`config.mk`:
```
export PLATFORM = sky130hd
export DESIGN_NAME = multiply_arbiter
export DESIGN_NICKNAME = d
export VERILOG_FILES = /design/src/rtl/multiply_arbiter.sv
export SDC_FILE = /design/constraint.sdc
export NUM_CORES = 1
export LEC_CHECK = 0
export CAP_MARGIN = 20
export CORE_UTILIZATION = 38
export DETAILED_ROUTE_END_ITERATION = 8
export GPL_TIMING_DRIVEN = 0
export HOLD_SLACK_MARGIN = 0.08
export PLACE_DENSITY = 0.91
export SYNTH_ARGS = -nofsm -noshare
export SYNTH_HDL_FRONTEND = slang
export SYNTH_SLANG_ARGS = --single-unit
```
`constraint.sdc`:
```
create_clock -name clock -period 4 [get_ports clock]
set_clock_uncertainty 0.05 [all_clocks]
set_input_delay 0.8 -clock clock [delete_from_list [all_inputs] [get_ports clock]]
set_output_delay 0.8 -clock clock [all_outputs]
set_load 0.02 [all_outputs]
```
`src/rtl/multiply_arbiter.sv`:
```
// multiply_arbiter: shares one multiply unit between N requesters.
// Round-robin arbitration, one transaction in flight, product returned
// only to the requester that issued the argument.
//
// state   | meaning
// IDLE    | arbitrating; winner's argument accepted and captured
// ISSUE   | argument presented to the multiplier until accepted
// WAIT    | waiting for the multiplier product
// DELIVER | product presented to the granted requester until accepted
module multiply_arbiter #(
    parameter int N    = 4,
    parameter int ARGW = 16,
    parameter int ARGD = 2,
    parameter int RESW = 32,
    parameter int IDW  = $clog2(N)
) (
    input  logic                   clock,
    input  logic                   reset,
    input  logic [N-1:0]           req_arg_valid,
    input  logic [N*ARGD*ARGW-1:0] req_arg_data,
    output logic [N-1:0]           req_arg_ready,
    output logic [N-1:0]           req_res_valid,
    output logic [RESW-1:0]        req_res_data,
    input  logic [N-1:0]           req_res_ready,
    output logic                   mul_arg_valid,
    output logic [ARGD*ARGW-1:0]   mul_arg_data,
    input  logic                   mul_arg_ready,
    input  logic                   mul_res_valid,
    input  logic [RESW-1:0]        mul_res_data,
    output logic                   mul_res_ready,
    output logic [IDW-1:0]         grant,
    output logic                   busy
);

    localparam int AW = ARGD * ARGW;

    typedef enum logic [1:0] {IDLE, ISSUE, WAIT, DELIVER} state_t;

    state_t          state;
    logic [IDW-1:0]  ptr;
    logic [IDW-1:0]  ptr_next;
    logic [IDW-1:0]  win;
    logic [IDW-1:0]  lo_win;
    logic [IDW-1:0]  hi_win;
    logic            lo_found;
    logic            hi_found;
    logic            win_found;
    logic [AW-1:0]   win_arg;
    logic [AW-1:0]   arg_q;
    logic [RESW-1:0] res_q;

    // Round-robin pick: lowest valid index at or above ptr, otherwise wrap
    // around to the lowest valid index overall.
    always_comb begin
        lo_found = 1'b0;
        hi_found = 1'b0;
        lo_win   = '0;
        hi_win   = '0;
        win_arg  = '0;
        for (int i = N - 1; i >= 0; i--) begin
            if (req_arg_valid[i]) begin
                lo_found = 1'b1;
                lo_win   = IDW'(i);
                if (IDW'(i) >= ptr) begin
                    hi_found = 1'b1;
                    hi_win   = IDW'(i);
                end
            end
        end
        win_found = lo_found;
        win       = hi_found ? hi_win : lo_win;
        for (int i = 0; i < N; i++) begin
            if (IDW'(i) == win) begin
                win_arg = req_arg_data[i*AW +: AW];
            end
        end
    end

    // Accept is combinational so capture lands on the IDLE->ISSUE edge;
    // gated by reset so no requester sees ready while the block is held.
    assign req_arg_ready = (!reset && state == IDLE && win_found) ? (N'(1) << win) : '0;
    assign ptr_next      = (grant == IDW'(N - 1)) ? '0 : grant + 1'b1;
    assign mul_arg_data  = arg_q;
    assign req_res_data  = res_q;

    // Transaction sequencer with registered handshake outputs.
    always_ff @(posedge clock or posedge reset) begin
        if (reset) begin
            state         <= IDLE;
            ptr           <= '0;
            grant         <= '0;
            arg_q         <= '0;
            res_q         <= '0;
            mul_arg_valid <= 1'b0;
            mul_res_ready <= 1'b0;
            req_res_valid <= '0;
            busy          <= 1'b0;
        end else begin
            case (state)
                IDLE: begin
                    if (win_found) begin
                        arg_q         <= win_arg;
                        grant         <= win;
                        mul_arg_valid <= 1'b1;
                        busy          <= 1'b1;
                        state         <= ISSUE;
                    end
                end
                ISSUE: begin
                    if (mul_arg_ready) begin
                        mul_arg_valid <= 1'b0;
                        mul_res_ready <= 1'b1;
                        state         <= WAIT;
                    end
                end
                WAIT: begin
                    if (mul_res_valid) begin
                        res_q         <= mul_res_data;
                        mul_res_ready <= 1'b0;
                        req_res_valid <= N'(1) << grant;
                        state         <= DELIVER;
                    end
                end
                DELIVER: begin
                    if (req_res_ready[grant]) begin
                        req_res_valid <= '0;
                        busy          <= 1'b0;
                        ptr           <= ptr_next;
                        state         <= IDLE;
                    end
                end
                default: state <= IDLE;
            endcase
        end
    end

endmodule

```
# After elaboration in Yosys (flattened, before gate mapping)
# Cells that the tools add are included.
# totals
ram_bits	0
mem_bits_ro	0
memories	0
latchBits	0
regBits	77
# classes
eq_ne	11
n_mul	0
n_addsub	1
reduce_logical	17
mux	49
order_cmp	5
div	0
bitwise	0
shift	2
# ops
op	n
32-bit 2-to-1 mux	4
2-bit 2-to-1 mux	18
1-bit 2-to-1 mux	18
4-bit 2-to-1 mux	3
3-bit AND reduction	4
2-bit != test (second input constant)	4
2-bit case mux with 4 select lines	1
4-bit case mux with 2 select lines	1
2-bit nonzero test	4
1-bit by 2-bit left shift with 4-bit output (first input constant)	2
2-bit == test (second input constant)	3
1-bit case mux with 2 select lines	3
2-bit AND reduction	3
2-bit == test (first input constant)	2
1-bit by 2-bit greater-or-equal comparator with 1-bit output (first input constant)	2
2-bit greater-or-equal comparator (first input constant)	2
2-bit logical NOT	2
4-bit AND reduction	1
2-bit by 3-bit < comparator with 1-bit output (second input constant)	1
2-bit by 1-bit adder with 2-bit output (second input constant)	1
1-bit binary-select mux with 2-bit select	1
1-bit by 2-bit == test with 1-bit output (first input constant)	1
2-bit by 1-bit == test with 1-bit output (second input constant)	1
1-bit logical AND	2
1-bit logical NOT	1

# Depth between registers and ports, before layout
# depth
word_depth	15
ltp_mapped	8
ltp_nobuf	6

# Worst setup path before layout
# No wires, ideal clock.
# synth_timing
kind	input -> output
from	input port reset
to	output port req_arg_ready[1]
t_arrival_ns	2.967
path_buffers	0
slack_ns	0.183
stages	2
path_cell_list	inv_1 > and4_1
# synth_via
elab_chain_cells	4
# synth_rtl
element	line	rtl
start, declared	18	input logic reset,
1-bit logical NOT (no line)	n/a	
1-bit logical AND (2 in series)	81	assign req_arg_ready = (!reset && state == IDLE && win_found) ? (N'(1) << win) : '0;
4-bit 2-to-1 mux	81	
end, declared	21	output logic [N-1:0] req_arg_ready,
# Every way passes these cells.

# Worst setup path in the final report
# layout_timing
from	input port req_arg_valid[1]
to	output port req_arg_ready[1]
# layout_via
elab_chain_cells	6
word_cells_on_any_way	14
cone_classes	shift (1); mux (12); reduce/logical (1)
# layout_rtl
element	line	rtl
start, declared	19	input logic [N-1:0] req_arg_valid,
2-bit 2-to-1 mux / 1-bit 2-to-1 mux (equally long branches)	61	if (req_arg_valid[i]) begin
2-bit 2-to-1 mux / 1-bit 2-to-1 mux (equally long branches)	64	if (IDW'(i) >= ptr) begin
2-bit 2-to-1 mux / 1-bit 2-to-1 mux (equally long branches)	61	
2-bit 2-to-1 mux	71	win = hi_found ? hi_win : lo_win;
1-bit by 2-bit left shift with 4-bit output	81	
4-bit 2-to-1 mux (*)	81	
# Mark *: on every way between the ends. The rest lies on a longest branch, timed or not.

==> results_dict.tcl <==
set metrics [dict create \
    run_status "complete, no violations" \
    overflow 0 \
    synthMostInstantiatedCell "dfrtp_1" \
    drtIter0Drc 210 \
    clk_latency_ns 0.34 \
    cp_num_buf_inv 3 \
    dieArea_um2 11100 \
    postCtsSetupBuffers 0 \
    clock_path_buffers 2 \
    yosysWarningCount 0 \
    placed_area_um2 6740 \
    place.gp.congestion 0.893 \
    crit_type "input port to output port" \
    slowest_delay_ns 0.61 \
    rsz0062_at_grt "yes" \
    io_buffer_count 248 \
    fin_nets 812 \
    ant_nets 0 \
    num_rows 37 \
    fin_crit_sh_pct 98.3 \
    h-tree-depth 3 \
    hold_buffers 0 \
    grt_usage_pct 23.7 \
    vias 4007 \
    syn_nets 552 \
    hpwl_mm 10.5 \
    antenna_found_initial 0 \
    post-route-drc-count 0 \
    dp.cells 756 \
    synthTopCellsByCount "77 x dfrtp_1, 64 x a211oi_1, 34 x mux2_2, 33 x nor2_1" \
    drive_gt1_share_pct 10.8 \
    dieHeight_um 105 \
    clock_sinks 77 \
    arrival_ns 3.08 \
    min_period_ns 3.93 \
    hold_class "flop to flop" \
    grt_max_degree 43 \
    cts_resized 3 \
    drtPass1Iterations 4 \
    antenna_cells 0 \
    yosysUniqueCellTypes 35 \
    synth_area_leaders "dfrtp_1 47%, a211oi_1 12%, mux2_2 9.4%" \
    critPathTopFamily "buffers and inverters" \
    place_ws_ns -0.0835 \
    wire_per_inst_um 17.2 \
    start_kind "input port" \
    path_cells "clkdlybuf4s50_1 > nor2b_2 > a211o_2 > nand2_2 > clkbuf_4 > and4_1 > clkdlybuf4s50_1" \
    synth_ff_type "dfrtp_1" \
    grt_pass1_vias 4128 \
    synth_top_area_cell "dfrtp_1" \
    cts-buffers-inserted 9 \
    area_growth_pct 70.6 \
    leakagePower_nw 2.92 \
    drt_wl_total_mm 13.2 \
    synth.avg_cell_area_um2 11.0 \
    synth_top_area_share_pct 47.4 \
    core_area_um2 10300 \
    peakVddDrop_v 0.000364 \
    cap_violations 0 \
    worstPathMaxFanout 10 \
    num_io_pins 249 \
    p_per_area_nw_per_um2 681 \
    ys_seq_area_share_pct 47.4 \
    maxSlewViolCount 0 \
    fmax_ghz 0.254 \
    clkTransAtPathRegs_ns 0.07 \
    synthArstFlopShare_pct 100 \
    instances_no_fill 772 \
    die_x_um 105 \
    start_util_pct 39.4 \
    worst_slew_pin_slew_ns 0.567 \
    crit_path_end_kind "output port" \
    synth-edff-count 0 \
    setup_viol 0 \
    crit_top_cell "clkdlybuf4s50_1" \
    cts_tree "yes" \
    relSlewSlack_pct 62.2 \
    fin_area_um2 6930 \
    synth_area_um2 4060 \
    vias_per_cell 5.19 \
    timing.final.ws_setup_ns 0.0667 \
    ctsRootBufferMaster "clkbuf_8" \
    required_ns 3.15 \
    whs_ns 0.442 \
    grt_pass1_wl_mm 20.4 \
    cp_slowest_cell "clkdlybuf4s50_1" \
    yosys_register_bits 77 \
    syn_inst 371 \
    hold_viol_final 0 \
]
-- final cells by class --
type,instances,area [um^2]
Buffer,26,144
Clock buffer,13,159
Clock inverter,3,20.0
Fill cell,798,3390
Inverter,8,32.5
Multi-Input combinational cell,260,1980
Sequential cell,77,1930
Tap cell,136,170
Timing Repair Buffer,249,2500
-- power by group --
part / internal [mW] / switching (mW)
registers: 1.17 / 0.225
logic: 1.36 / 1.42
clock network: 0.259 / 0.280
-- per-layer routing --
metal | share of wire, % | vias to the layer above | global-route usage (%)
li1 | - | 1888 | -
met4 | 2.4 | 0 | 8.75
met2 | 51 | 197 | 43.7
met5 | 0 | - | 0
met1 | 40 | 1898 | 26.8
met3 | 6.6 | 24 | 4.58
-- cell usage in the layout (no fill, tap or decap), drive strengths merged, types with 3 or more instances in the layout --
cell / n
a211oi: 64
a21oi: 3
and3: 32
buf: 15
clkbuf: 25
clkdlybuf4s50: 246
dfrtp: 77
ha: 9
inv: 8
mux2: 34
mux2i: 32
nand2: 17
nor2: 34
nor2b: 5
nor4: 3
o21ai: 11
-- worst reg2reg max path, delay by kind of cell, from the launching register on --
kind / cells / cell delay, ns
buffers and inverters: 1 / 0.45
AO/OA/AOI/OAI: 2 / 0.35
AND/OR/NAND/NOR: 3 / 0.76
flip-flops: 1 / 0.40
-- cells by family (layout without fill, tap and decap cells) --
family / after synthesis / after routing / share of synthesized area (%)
AOI/OAI and AO/OA: 84 / 84 / 14.8
adders and majority gates: 9 / 9 / 2.77
buffers and inverters: 34 / 299 / 4.22
DFF: 77 / 77 / 47.4
muxes: 67 / 67 / 17.9
and+or+nand+nor: 100 / 100 / 12.9
-- per-stage QoR --
| step | total power [mW] | setup TNS (ns) | utilization, % |
|---|---|---|---|
| finish | 4.72 | 0 | 67.1 |
| global route | 5.00 | -0.0263 | 67.1 |
| CTS | 4.75 | 0 | 67.0 |
| detailed placement | 4.20 | -0.157 | 65.3 |
| global placement | 4.10 | -11.03 | 65.0 |
| floorplan | 2.94 | 0 | - |
-- final timing paths --
check	startpoint	end	slack [ns]	cells past startpoint
max in group asynchronous	reset	mul_arg_data[26]	2.44	3
min in group asynchronous	reset	req_res_valid[2]	0.88	2
max	req_arg_valid[1]	req_arg_ready[1]	0.07	7
max reg2reg	ptr[0]	mul_arg_data[9]	1.83	6
min reg2reg	req_res_valid[0]	req_res_valid[0]	0.44	2
min	req_res_valid[0]	req_res_valid[0]	0.44	2
-- registers in the layout, indices dropped and copies added, names as in the netlist --
name,flops
state,2
ptr,2
req_res_data,32
mul_arg_data,32
mul_res_ready,1
grant,2
req_res_valid,4
busy,1
mul_arg_valid,1
Note: power is estimated with default switching activity, not from simulation.
